## config.mk

```make
export PLATFORM = sky130hd
export DESIGN_NAME = pcs_tx_seq_ctrl
export DESIGN_NICKNAME = d
export VERILOG_FILES = /design/src/rtl/pcs_pkg.sv /design/src/rtl/gearbox_seq_counter.sv /design/src/rtl/pcs_tx_seq_ctrl.sv
export SDC_FILE = /design/constraint.sdc
export NUM_CORES = 1
export LEC_CHECK = 0
export BUFFER_PORTS_ARGS = -buffer_cell sky130_fd_sc_hd__buf_2
export CORE_MARGIN = 1.5
export CORE_UTILIZATION = 40
export CTS_CLUSTER_DIAMETER = 150
export DETAILED_ROUTE_END_ITERATION = 7
export PLACE_DENSITY = 0.62
export SLEW_MARGIN = 10
export SYNTH_ARGS = -nofsm -noshare
export SYNTH_HDL_FRONTEND = slang
export SYNTH_SLANG_ARGS = --single-unit
```

## constraint.sdc

```tcl
create_clock -name clk -period 6 [get_ports clk]
set_input_delay 0.9 -clock clk [delete_from_list [all_inputs] [get_ports clk]]
set_output_delay 0.9 -clock clk [all_outputs]
set_load 0.01 [all_outputs]
```

## src/rtl/pcs_pkg.sv

```systemverilog
// Shared PCS TX types and constants: sequencing FSM state encoding,
// datapath word width and the terminal gearbox sequence value.
package pcs_pkg;

  localparam int PCS_DATA_WIDTH  = 32;
  localparam int GEARBOX_SEQ_MAX = 32;

  typedef enum logic [1:0] {
    IDLE   = 2'd0,
    SETTLE = 2'd1,
    ALIGN  = 2'd2,
    RUN    = 2'd3
  } tx_seq_state_t;

  // Next value of a wrapping sequence count that runs 0..max_v.
  function automatic logic [5:0] seq_next(input logic [5:0] seq, input logic [5:0] max_v);
    logic [5:0] nxt;
    if (seq == max_v) begin
      nxt = 6'd0;
    end else begin
      nxt = seq + 6'd1;
    end
    return nxt;
  endfunction

endpackage

```

## src/rtl/gearbox_seq_counter.sv

```systemverilog
// Wrapping gearbox sequence counter (0..SEQ_MAX) with hold-at-zero, plus
// the pause-cycle and block-header-phase decodes derived from it.
module gearbox_seq_counter
  import pcs_pkg::*;
#(
  parameter int SEQ_MAX = GEARBOX_SEQ_MAX
) (
  input  logic       clk,
  input  logic       reset_n,
  input  logic       hold,
  input  logic       active,
  input  logic       init_done,
  output logic [5:0] tx_seq,
  output logic       at_max,
  output logic       pause,
  output logic       header_phase
);

  localparam logic [5:0] MAX_V = 6'(SEQ_MAX);

  logic [5:0] seq_r;

  // Sequence register: parked at zero while held, otherwise counts and wraps.
  always_ff @(posedge clk or negedge reset_n) begin
    if (!reset_n) begin
      seq_r <= 6'd0;
    end else if (hold) begin
      seq_r <= 6'd0;
    end else begin
      seq_r <= seq_next(seq_r, MAX_V);
    end
  end

  // Decodes of the registered count; the pause slot carries no block word.
  always_comb begin
    tx_seq       = seq_r;
    at_max       = (seq_r == MAX_V);
    pause        = active && at_max;
    header_phase = !seq_r[0] && !at_max && init_done;
  end

endmodule

```

## src/rtl/pcs_tx_seq_ctrl.sv

```systemverilog
// TX PCS sequencing controller: brings the encoder/scrambler/gearbox path
// up after transceiver ready plus a settle period, aligned to the gearbox
// sequence wrap. Optional block counter under macro PCS_TX_SEQ_STATS_EN.
module pcs_tx_seq_ctrl
  import pcs_pkg::*;
#(
  parameter int INIT_CYCLES = 16,
  parameter int SEQ_MAX     = GEARBOX_SEQ_MAX
) (
  input  logic       clk,
  input  logic       reset_n,
  input  logic       xcvr_tx_ready,
  output logic [5:0] tx_seq,
  output logic       pause,
  output logic       header_phase,
  output logic       init_done,
  output logic       tx_data_ready,
  output logic [1:0] link_state
`ifdef PCS_TX_SEQ_STATS_EN
  ,
  output logic [31:0] block_count
`endif
);

  localparam int DATA_WIDTH = PCS_DATA_WIDTH;

  tx_seq_state_t         state_r;
  tx_seq_state_t         next_state_s;
  // Word-wide settle counter so any legal INIT_CYCLES fits.
  logic [DATA_WIDTH-1:0] settle_cnt_r;
  logic                  at_max_s;
  logic                  active_s;
  logic                  run_s;
  logic                  pause_s;
  logic                  header_phase_s;

  gearbox_seq_counter #(
    .SEQ_MAX(SEQ_MAX)
  ) u_seq (
    .clk         (clk),
    .reset_n     (reset_n),
    .hold        (!xcvr_tx_ready),
    .active      (active_s),
    .init_done   (run_s),
    .tx_seq      (tx_seq),
    .at_max      (at_max_s),
    .pause       (pause_s),
    .header_phase(header_phase_s)
  );

  // FSM state register.
  always_ff @(posedge clk or negedge reset_n) begin
    if (!reset_n) begin
      state_r <= IDLE;
    end else begin
      state_r <= next_state_s;
    end
  end

  // Next-state logic; losing transceiver ready returns to IDLE from anywhere.
  always_comb begin
    next_state_s = state_r;
    if (!xcvr_tx_ready) begin
      next_state_s = IDLE;
    end else begin
      case (state_r)
        IDLE:    next_state_s = SETTLE;
        SETTLE: begin
          if (settle_cnt_r == DATA_WIDTH'(INIT_CYCLES - 1)) begin
            next_state_s = ALIGN;
          end else begin
            next_state_s = SETTLE;
          end
        end
        ALIGN: begin
          if (at_max_s) begin
            next_state_s = RUN;
          end else begin
            next_state_s = ALIGN;
          end
        end
        RUN:     next_state_s = RUN;
        default: next_state_s = IDLE;
      endcase
    end
  end

  // Settle counter: counts only while in SETTLE with ready held, else zero.
  always_ff @(posedge clk or negedge reset_n) begin
    if (!reset_n) begin
      settle_cnt_r <= '0;
    end else if ((state_r != SETTLE) || !xcvr_tx_ready) begin
      settle_cnt_r <= '0;
    end else begin
      settle_cnt_r <= settle_cnt_r + DATA_WIDTH'(1);
    end
  end

  // Output decodes from the state register and the sequence counter.
  always_comb begin
    run_s         = (state_r == RUN);
    active_s      = (state_r == ALIGN) || (state_r == RUN);
    pause         = pause_s;
    header_phase  = header_phase_s;
    init_done     = run_s;
    tx_data_ready = run_s && !pause_s;
    link_state    = state_r;
  end

`ifdef PCS_TX_SEQ_STATS_EN
  logic [31:0] block_count_r;

  // Block counter: one per header word in RUN, cleared on the way into IDLE.
  always_ff @(posedge clk or negedge reset_n) begin
    if (!reset_n) begin
      block_count_r <= 32'd0;
    end else if (next_state_s == IDLE) begin
      block_count_r <= 32'd0;
    end else if (run_s && header_phase_s) begin
      block_count_r <= block_count_r + 32'd1;
    end else begin
      block_count_r <= block_count_r;
    end
  end

  assign block_count = block_count_r;
`else
  // Statistics counter not built.
`endif

endmodule

```

==> results of run 1 <==
per-stage QoR:
stage	power, mW	worst slack, ns	std cells	hold WS [ns]
after detailed placement	0.302	3.55	309	0.501
after global placement	0.301	3.62	309	0.502
after global routing	0.625	3.09	317	0.555
after floorplan	0.290	3.82	234	0.469
final	0.600	3.32	317	0.506
after CTS	0.609	3.29	317	0.513
where the power goes:
group | switching, mW | internal (mW) | leakage (nW) | total, mW
combinational | 0.0149 | 0.00543 | 0.424 | 0.0204
sequential | 0.00322 | 0.272 | 0.553 | 0.275
clock | 0.0961 | 0.208 | 0.0784 | 0.304
total | 0.114 | 0.485 | 1.06 | 0.600
cell usage after synthesis, drive strengths merged (2+ instances only):
master	number	area [um2]
a21oi	11	55.1
a31oi	4	25.0
a41o	4	40.0
and2	8	50.1
and3	3	18.8
and4	5	45.0
buf	2	8.75
clkbuf	8	31.3
dfrtp	40	1000
ha	3	37.5
inv	6	22.5
mux2i	2	20.0
nand2	23	86.3
nand2b	4	25.0
nand3	13	65.1
nand4	12	81.3
nor2	26	97.6
nor3	2	10.0
nor4	13	81.3
o21ai	3	15.0
o311ai	2	17.5
o31ai	8	60.1
or3	2	12.5
or4	9	67.6
xnor2	8	70.1
xor2	7	61.3
per-layer routing:
metal  track usage [%]  up-vias  share of wire [%]
met5                 0        -                  0
met4              5.37        0                1.1
met3              3.83        5                3.6
met2              28.1       32                 46
met1              22.9      848                 49
li1                  -      883                  -
worst min-delay path by stage:
stage	from	endpoint	slack, ns	cells after the start
2_1_floorplan	settle_cnt_r[0]	settle_cnt_r[0]	0.47	1
3_3_place_gp	settle_cnt_r[0]	settle_cnt_r[0]	0.50	1
3_5_place_dp	settle_cnt_r[0]	settle_cnt_r[0]	0.50	1
4_1_cts	settle_cnt_r[0]	settle_cnt_r[0]	0.51	1
5_1_grt	settle_cnt_r[0]	settle_cnt_r[0]	0.55	1
6_report	settle_cnt_r[0]	settle_cnt_r[0]	0.51	1
state kept, by name, indices dropped and copies added, names as in the netlist:
name / cells
u_seq.tx_seq: 6
settle_cnt_r: 32
link_state: 2
cells by family (layout without fill, tap and decap cells):
logic type / after synthesis / count (layout)
and+or+nand+nor: 123 / 123
DFF: 40 / 40
AOI/OAI and AO/OA: 35 / 35
buffers and inverters: 16 / 29
xor gates and xnor gates: 15 / 15
adders and majority gates: 3 / 3
muxes: 2 / 2
cell type report:
cell class              instances  area share [%]
repair buffers                 15            3.18
clock buffers                   5            2.82
well taps                      70            3.60
multi-input cells             178            44.7
inverters                       6           0.924
flip-flops and latches         40            41.1
clock inverters                 3            3.70
==> summary.md, run 1 <==
| Metric | Value |
|---|---|
| Final setup fails | 0 |
| Multi-input logic area | 1090 um2 |
| Post-Route WL | 4520 um |
| Synth Flop Type | dfrtp_1 |
| PD cells | 246 nW/um2 |
| Clk Latency, worst-skew pair | 0.29 ns |
| Post-Synthesis Cell Area | 2150 um2 |
| R2R setup slack | 3.70 ns |
| Endpoint class of the critical path | primary output |
| Worst Max-Slew Pin Slew | 1.13 ns |
| Via count | 1,768 |
| Register area | 1000 um2 |
| Area share of and/or/nand/nor cells after synthesis | 30.8% |
| R2r startpoint | settle_cnt_r[0] |
| Port Buffer Count | 14 |
| Clock Pin Slew Worst Setup and Hold Paths | 0.08 ns |
| Crit path arrival time | 1.78 ns |
| Post-synthesis net count | 240 |
| Family with the most delay on the worst path | simple AND/OR/NAND/NOR gates |
| Max-cap violations | 0 |
| Worst hold path type | flip-flop to flip-flop |
| Number of global-route vias before repair | 1,712 |
| Tcrit/Tclk final | 44.7% |
| Diodes inserted | 0 |
| Post-synth ARST share | 100% |
| Die area | 5830 um2 |
| Drt via density | 5.58 |
| CP Class | flip-flop to primary output |
| TritonCTS buffer count | 5 |
| CP bufs+invs | 2 |
| Post-CTS sizing | 0 |
| Area Growth Syn to Fin | 13.2% |
| Clock Root Buffer | clkbuf_8 |
| Max Clock Skew | 0.00271 ns |
| XOR/XNOR Fraction of Synth Area | 6.10% |
| H-tree levels | 2 |
| Gpl congestion | 0.842 |
| Critical path endpoint | pause |
| Crit path cell chain | inv_1 > ha_1 > nand2_1 > nor4_1 > and2_1 > buf_2 |
| Tmin final | 2.68 ns |
| Commonest non-fill, non-tap cell in the layout | dfrtp_1 |
| CTS tree | done |
| Fin util | 47.4% |
| CP Data Required Time | 5.10 ns |
| Crit path max fanout | 6 |
| Die Span Y | 76.4 um |
| Placed standard-cell area | 2280 um2 |
| Gr ovfl total | 0 |
| First-pass GRT wire length | 8140 um |
| Final hold violation count | 0 |
| Final instance area | 2440 um2 |
| Status | completed |
| Total Neg Setup Slack | 0 ns |
| GRT Total Usage | 17.3% |
| Mux contribution to synthesized area | 0.930% |
| Max incr delay on CP | 0.47 ns |
| Synthesized flop and latch total | 40 |
| I/O pins | 15 |
| Unrepaired setup endpoints after global routing | false |
| RR Endpoint | settle_cnt_r[20] |
| Adder-Cell Fraction of Synth Area | 1.74% |
| Antenna violations before repair | 0 |
| Synthesized area per cell | 9.20 um2 |
| Hold Buf Count CTS | 0 |
| Worst R2R Path Depth | 5 |
| Yosys warning count | 0 |
| Commonest non-fill, non-tap cells in the layout | 40 x dfrtp_1, 26 x nor2_1, 23 x nand2_1 |
| CP Depth | 6 |
| Slew Limit Fails | 0 |
| Hpwl dp | 3110 um |
| Sequential share of the synthesized area | 46.5% |
| EDFF count, synth | 0 |
| # DRC | 0 |
| Slowest cell on crit path | nor4_1 |
| Main combinational cell family by area after synthesis | simple AND/OR/NAND/NOR gates |
| Fmax | 373 MHz |
| Detail Route Antenna Nets | 0 |
| Largest net degree at the start of global routing | 41 |
| Fillers | 498 |
| Worst VDD drop | 0.143 mV |
| Final net count | 252 |
| Crit. Startpoint | u_seq.tx_seq[0] |
| Iter 0 DRT Violations | 61 |
| Die Span X | 76.4 um |
| Slew HR | 24.3% |
| Clock sink total | 40 |
| Layout cell share with drive strength beyond 1 | 10.5% |
| Routed len/inst | 14.2 um |
| Initial Util | 41.9% |
| Core box area | 5140 um2 |
| Complex-gate fraction of the synthesized area | 11.0% |
| Postcts setup bufs | 0 |
| Initial DRT Pass Iterations | 4 |
| Leak pwr | 1.06 nW |
| Row cnt | 26 |
| Syn Inst Count | 234 |
| Setup crit start kind | flip-flop |
| Netlist cell types | 37 |
| Longest Clk Path Bufs | 2 |
Power figures use the tool's default switching activity.
==> inputs of run 2 (changes only) <==
- clock period: 6 -> 2.6 ns (I/O delays scaled with it)
==> summary.md, run 2 (same netlist as run 1, synthesis figures left out) <==
| Metric | Value |
|---|---|
| Post-CTS sizing | 0 (unchanged) |
| R2r startpoint | settle_cnt_r[0] (unchanged) |
| Commonest non-fill, non-tap cell in the layout | dfrtp_1 (unchanged) |
| R2R setup slack | 0.39 ns (was 3.70 ns) |
| Final hold violation count | 0 (unchanged) |
| Max Clock Skew | 0.0108 ns (was 0.00271 ns) |
| Max incr delay on CP | 0.62 ns (was 0.47 ns) |
| Core box area | 5140 um2 (unchanged) |
| Iter 0 DRT Violations | 74 (was 61) |
| Slew HR | 39.8% (was 24.3%) |
| Port Buffer Count | 14 (unchanged) |
| Met1 Track Usage GR | 22.5% (was 22.9%) |
| Max FFs per register | 32 (unchanged) |
| Worst VDD drop | 0.252 mV (was 0.143 mV) |
| Postcts setup bufs | 0 (unchanged) |
| Drt via density | 5.68 (was 5.58) |
| Max-cap violations | 0 (unchanged) |
| Clock Root Buffer | clkbuf_8 (unchanged) |
| Die Span Y | 76.4 um (unchanged) |
| Die Span X | 76.4 um (unchanged) |
| Gpl congestion | 0.820 (was 0.842) |
| Commonest non-fill, non-tap cells in the layout | 40 x dfrtp_1, 26 x nor2_1, 23 x nand2_1 (unchanged) |
| Worst hold path type | input port to async pin (was flip-flop to flip-flop) |
| Fmax | 452 MHz |
| Final instance area | 2390 um2 (was 2440 um2) |
| Fin util | 46.5% (was 47.4%) |
| Gr ovfl total | 0 (unchanged) |
| Endpoint class of the critical path | flip-flop (was primary output) |
| Overall power | 1.11 mW (was 600 uW) |
| Routed len/inst | 14.8 um (was 14.2 um) |
| Worst Max-Slew Pin Slew | 0.903 ns (was 1.13 ns) |
| Status | completed (unchanged) |
| H-tree levels | 2 (unchanged) |
| Clock Pin Slew Worst Setup and Hold Paths | 0.07 ns (was 0.08 ns) |
| Number of global-route vias before repair | 1,711 (was 1,712) |
| Row cnt | 26 (unchanged) |
| Largest register by flop count | settle_cnt_r (unchanged) |
| PD cells | 466 nW/um2 (was 246 nW/um2) |
| Crit path max fanout | 14 (was 6) |
| Worst R2R Path Depth | 5 (unchanged) |
| Tcrit/Tclk final | 85.0% |
| Crit path cell chain | ha_1 > and3_1 > nand4_1 > or4_1 > a21oi_1 (was inv_1 > ha_1 > nand2_1 > nor4_1 > and2_1 > buf_2) |
| Non-filler cells, final | 320 (was 317) |
| TritonCTS buffer count | 5 (unchanged) |
| CTS tree | done (unchanged) |
| Diodes inserted | 0 (unchanged) |
| Worst hold margin | 0.223 ns (was 0.506 ns) |
| Final net count | 255 (was 252) |
| Grt met3 use | 3.59% (was 3.83%) |
| Via count | 1,819 (was 1,768) |
| Placed standard-cell area | 2300 um2 (was 2280 um2) |
| CP bufs+invs | 0 (was 2) |
| Initial DRT Pass Iterations | 4 (unchanged) |
| Fillers | 528 (was 498) |
| Crit path arrival time | 2.41 ns (was 1.78 ns) |
| CP Class | flip-flop to flip-flop (was flip-flop to primary output) |
| Area Growth Syn to Fin | 11.0% (was 13.2%) |
| Family with the most delay on the worst path | simple AND/OR/NAND/NOR gates (unchanged) |
| Slew Limit Fails | 0 (unchanged) |
| Clock sink total | 40 (unchanged) |
| Pre-CTS setup slack | 0.378 ns (was 3.55 ns) |
| Number of instances in the placed design | 312 (was 309) |
| # DRC | 0 (unchanged) |
| Register area | 1000 um2 (unchanged) |
| First-pass GRT wire length | 8080 um (was 8140 um) |
| Longest Clk Path Bufs | 2 (unchanged) |
| Unrepaired setup endpoints after global routing | false (unchanged) |
| Clk Latency, worst-skew pair | 0.30 ns (was 0.29 ns) |
| Largest net degree at the start of global routing | 41 (unchanged) |
| Hold Buf Count CTS | 0 (unchanged) |
| Tmin final | 2.21 ns |
| Final setup fails | 0 (unchanged) |
| Total Neg Setup Slack | 0 ns (unchanged) |
| Initial Util | 41.9% (unchanged) |
| CP Data Required Time | 2.80 ns (was 5.10 ns) |
| Met2 usage in global routing | 27.6% (was 28.1%) |
| I/O pins | 15 (unchanged) |
| Antenna violations before repair | 0 (unchanged) |
| Post-Route WL | 4730 um (was 4520 um) |
| Gr busiest metal | met2 (unchanged) |
| GRT Total Usage | 17.5% (was 17.3%) |
| Die area | 5830 um2 (unchanged) |
| RR Endpoint | settle_cnt_r[20] (unchanged) |
| Slowest cell on crit path | or4_1 (was nor4_1) |
| Leak pwr | 1.04 nW (was 1.06 nW) |
| Final WS setup | 0.390 ns (was 3.32 ns) |
| Hpwl dp | 3260 um (was 3110 um) |
| Detail Route Antenna Nets | 0 (unchanged) |
| Layout cell share with drive strength beyond 1 | 10.8% (was 10.5%) |
| Setup crit start kind | flip-flop (unchanged) |
| Multi-input logic area | 1090 um2 (unchanged) |
[run 2: changes by cell type in the layout (fill, tap and decap cells not counted)]
cell	previous run	this run
buf_4	1	4
clkbuf_8	5	6
clkbuf_1	0	2
bufinv_16	3	0
[run 2: worst register-to-register path, delay by kind of cell (launching register included)]
family / cells / cell delay [ns]
flops: 1 / 0.41
fa+ha+maj: 1 / 0.22
simple gates: 3 / 1.36
compound gates: 1 / 0.15
[run 2: area by class of cell]
type	instances	area share, %
multi-input combinational	178	45.5
sequential	40	41.9
timing repair buffer	18	4.19
clock buffer	8	3.77
tap	70	3.66
inverter	6	0.942
[run 2: per-layer routing]
metal | up-vias | part of all wire, %
met5 | - | 0
met4 | 0 | 2.7
met3 | 11 | 4.4
met2 | 41 | 46
met1 | 872 | 46
li1 | 895 | -
[run 2: worst max-delay path by stage]
stage / startpoint / to / slack (ns) / cells past startpoint
finish: settle_cnt_r[0] / settle_cnt_r[20] / 0.39 / 5
detailed placement: settle_cnt_r[0] / settle_cnt_r[20] / 0.38 / 5
floorplan: settle_cnt_r[15] / settle_cnt_r[28] / 0.72 / 6
global placement: settle_cnt_r[0] / settle_cnt_r[20] / 0.52 / 5
CTS: settle_cnt_r[0] / settle_cnt_r[20] / 0.39 / 5
global route: settle_cnt_r[0] / settle_cnt_r[20] / 0.19 / 5
[run 2: power by group]
part	internal, mW	switching (mW)	total, mW
logic	0.0143	0.0357	0.0500
registers	0.628	0.00780	0.636
clock network	0.217	0.210	0.427
total	0.859	0.254	1.11
==> inputs of run 3 (changes only) <==
- MAX_ROUTING_LAYER: unset -> met4
==> summary.md, run 3 (same netlist as run 1, synthesis figures left out) <==
| Metric | Value |
|---|---|
| Clock Pin Slew Worst Setup and Hold Paths | 0.07 ns (about the same) |
| Longest Clk Path Bufs | 2 (unchanged) |
| Crit path cell chain | ha_1 > and3_1 > nand4_1 > or4_1 > a21oi_1 (unchanged) |
| Setup crit start kind | flip-flop (unchanged) |
| Number of global-route vias before repair | 1,706 (was 1,711) |
| Initial DRT Pass Iterations | 4 (unchanged) |
| Post-Route WL | 4730 um (about the same) |
| Total Neg Setup Slack | 0 ns (unchanged) |
| Hold Buf Count CTS | 0 (unchanged) |
| Detail Route Antenna Nets | 0 (unchanged) |
| Non-filler cells, final | 320 (unchanged) |
| First-pass GRT wire length | 8110 um (was 8080 um) |
| Pre-CTS setup slack | 0.378 ns (unchanged) |
| Leak pwr | 1.04 nW (unchanged) |
| Post-CTS sizing | 0 (unchanged) |
| Max Clock Skew | 0.0113 ns (was 0.0108 ns) |
| H-tree levels | 2 (unchanged) |
| Max FFs per register | 32 (unchanged) |
| Gr ovfl total | 0 (unchanged) |
| Fmax | 452 MHz (about the same) |
| Crit path arrival time | 2.42 ns (was 2.41 ns) |
| Fillers | 528 (unchanged) |
| Number of instances in the placed design | 312 (unchanged) |
| Max incr delay on CP | 0.62 ns (about the same) |
| Layout cell share with drive strength beyond 1 | 10.8% (unchanged) |
| Worst VDD drop | 0.252 mV (about the same) |
| Status | completed (unchanged) |
| Endpoint class of the critical path | flip-flop (unchanged) |
| CTS tree | done (unchanged) |
| Tmin final | 2.21 ns (about the same) |
| Postcts setup bufs | 0 (unchanged) |
| Largest register by flop count | settle_cnt_r (unchanged) |
| Die area | 5830 um2 (unchanged) |
| CP Data Required Time | 2.80 ns (about the same) |
| Commonest non-fill, non-tap cell in the layout | dfrtp_1 (unchanged) |
| Final net count | 255 (unchanged) |
| Diodes inserted | 0 (unchanged) |
| Antenna violations before repair | 0 (unchanged) |
| PD cells | 466 nW/um2 (about the same) |
| CP Class | flip-flop to flip-flop (unchanged) |
| Gpl congestion | 0.833 (was 0.820) |
| Final setup fails | 0 (unchanged) |
| Routed len/inst | 14.8 um (about the same) |
| Row cnt | 26 (unchanged) |
| I/O pins | 15 (unchanged) |
| Iter 0 DRT Violations | 82 (was 74) |
| Core box area | 5140 um2 (unchanged) |
| Hpwl dp | 3260 um (unchanged) |
| Family with the most delay on the worst path | simple AND/OR/NAND/NOR gates (unchanged) |
| Clock Root Buffer | clkbuf_8 (unchanged) |
| Worst Max-Slew Pin Slew | 0.901 ns (was 0.903 ns) |
| Overall power | 1.11 mW (about the same) |
| Area Growth Syn to Fin | 11.0% (unchanged) |
| Slew Limit Fails | 0 (unchanged) |
| Via count | 1,820 (was 1,819) |
| Max-cap violations | 0 (unchanged) |
| Initial Util | 41.9% (unchanged) |
| Port Buffer Count | 14 (unchanged) |
| Die Span X | 76.4 um (unchanged) |
| Drt via density | 5.69 (was 5.68) |
| Final WS setup | 0.386 ns (was 0.390 ns) |
| Final hold violation count | 0 (unchanged) |
| Unrepaired setup endpoints after global routing | false (unchanged) |
| Die Span Y | 76.4 um (unchanged) |
| Clk Latency, worst-skew pair | 0.30 ns (about the same) |
| # DRC | 0 (unchanged) |
| Crit path max fanout | 14 (unchanged) |
| TritonCTS buffer count | 5 (unchanged) |
| Commonest non-fill, non-tap cells in the layout | 40 x dfrtp_1, 26 x nor2_1, 23 x nand2_1 (unchanged) |
| Slew HR | 39.9% (was 39.8%) |
| Tcrit/Tclk final | 85.2% (was 85.0%) |
| CP bufs+invs | 0 (unchanged) |
| GRT Total Usage | 18.0% (was 17.5%) |
| Worst hold path type | input port to async pin (unchanged) |
| Largest net degree at the start of global routing | 41 (unchanged) |
| Slowest cell on crit path | or4_1 (unchanged) |
| Clock sink total | 40 (unchanged) |
run 3: per-layer routing:
metal	global-route usage [%]	vias to the layer above	part of all wire, %
met5	-	-	0
met2	27.6	35	46
met1	22.6	875	47
met3	3.59	13	4.0
met4	9.26	0	2.9
li1	-	897	-
run 3: worst paths after layout:
path,slack [ns],endpoint,from,depth (start not counted)
worst max register to register,0.39,settle_cnt_r[20],settle_cnt_r[0],5
worst min register to register,0.51,settle_cnt_r[0],settle_cnt_r[0],1
worst min-delay path,0.22,u_seq.tx_seq[5],reset_n,1
max in group asynchronous,1.81,settle_cnt_r[2],reset_n,1
worst max-delay path,0.39,settle_cnt_r[20],settle_cnt_r[0],5
min in group clk,0.36,link_state[1],xcvr_tx_ready,2
run 3: area by class of cell:
class	instances	area [um2]	share of cell area (%)
Multi-Input combinational cell	178	1090	45.5
Inverter	6	22.5	0.942
Tap cell	70	87.6	3.66
Timing Repair Buffer	18	100	4.19
Clock buffer	8	90.1	3.77
Sequential cell	40	1000	41.9
run 3: power by group:
part           leakage [nW]  switching [mW]  internal [mW]
Combinational         0.438          0.0357         0.0143
Sequential            0.553         0.00779          0.628
Clock                0.0455           0.210          0.217
run 3: stage by stage:
stage               instance area [um2]  hold slack [ns]  util (%)
global placement                   2300            0.480      44.7
detailed placement                 2300            0.492      44.7
floorplan                          2150           0.0944         -
finish                             2390            0.223      46.5
CTS                                2390            0.251      46.5
global route                       2390            0.297      46.5
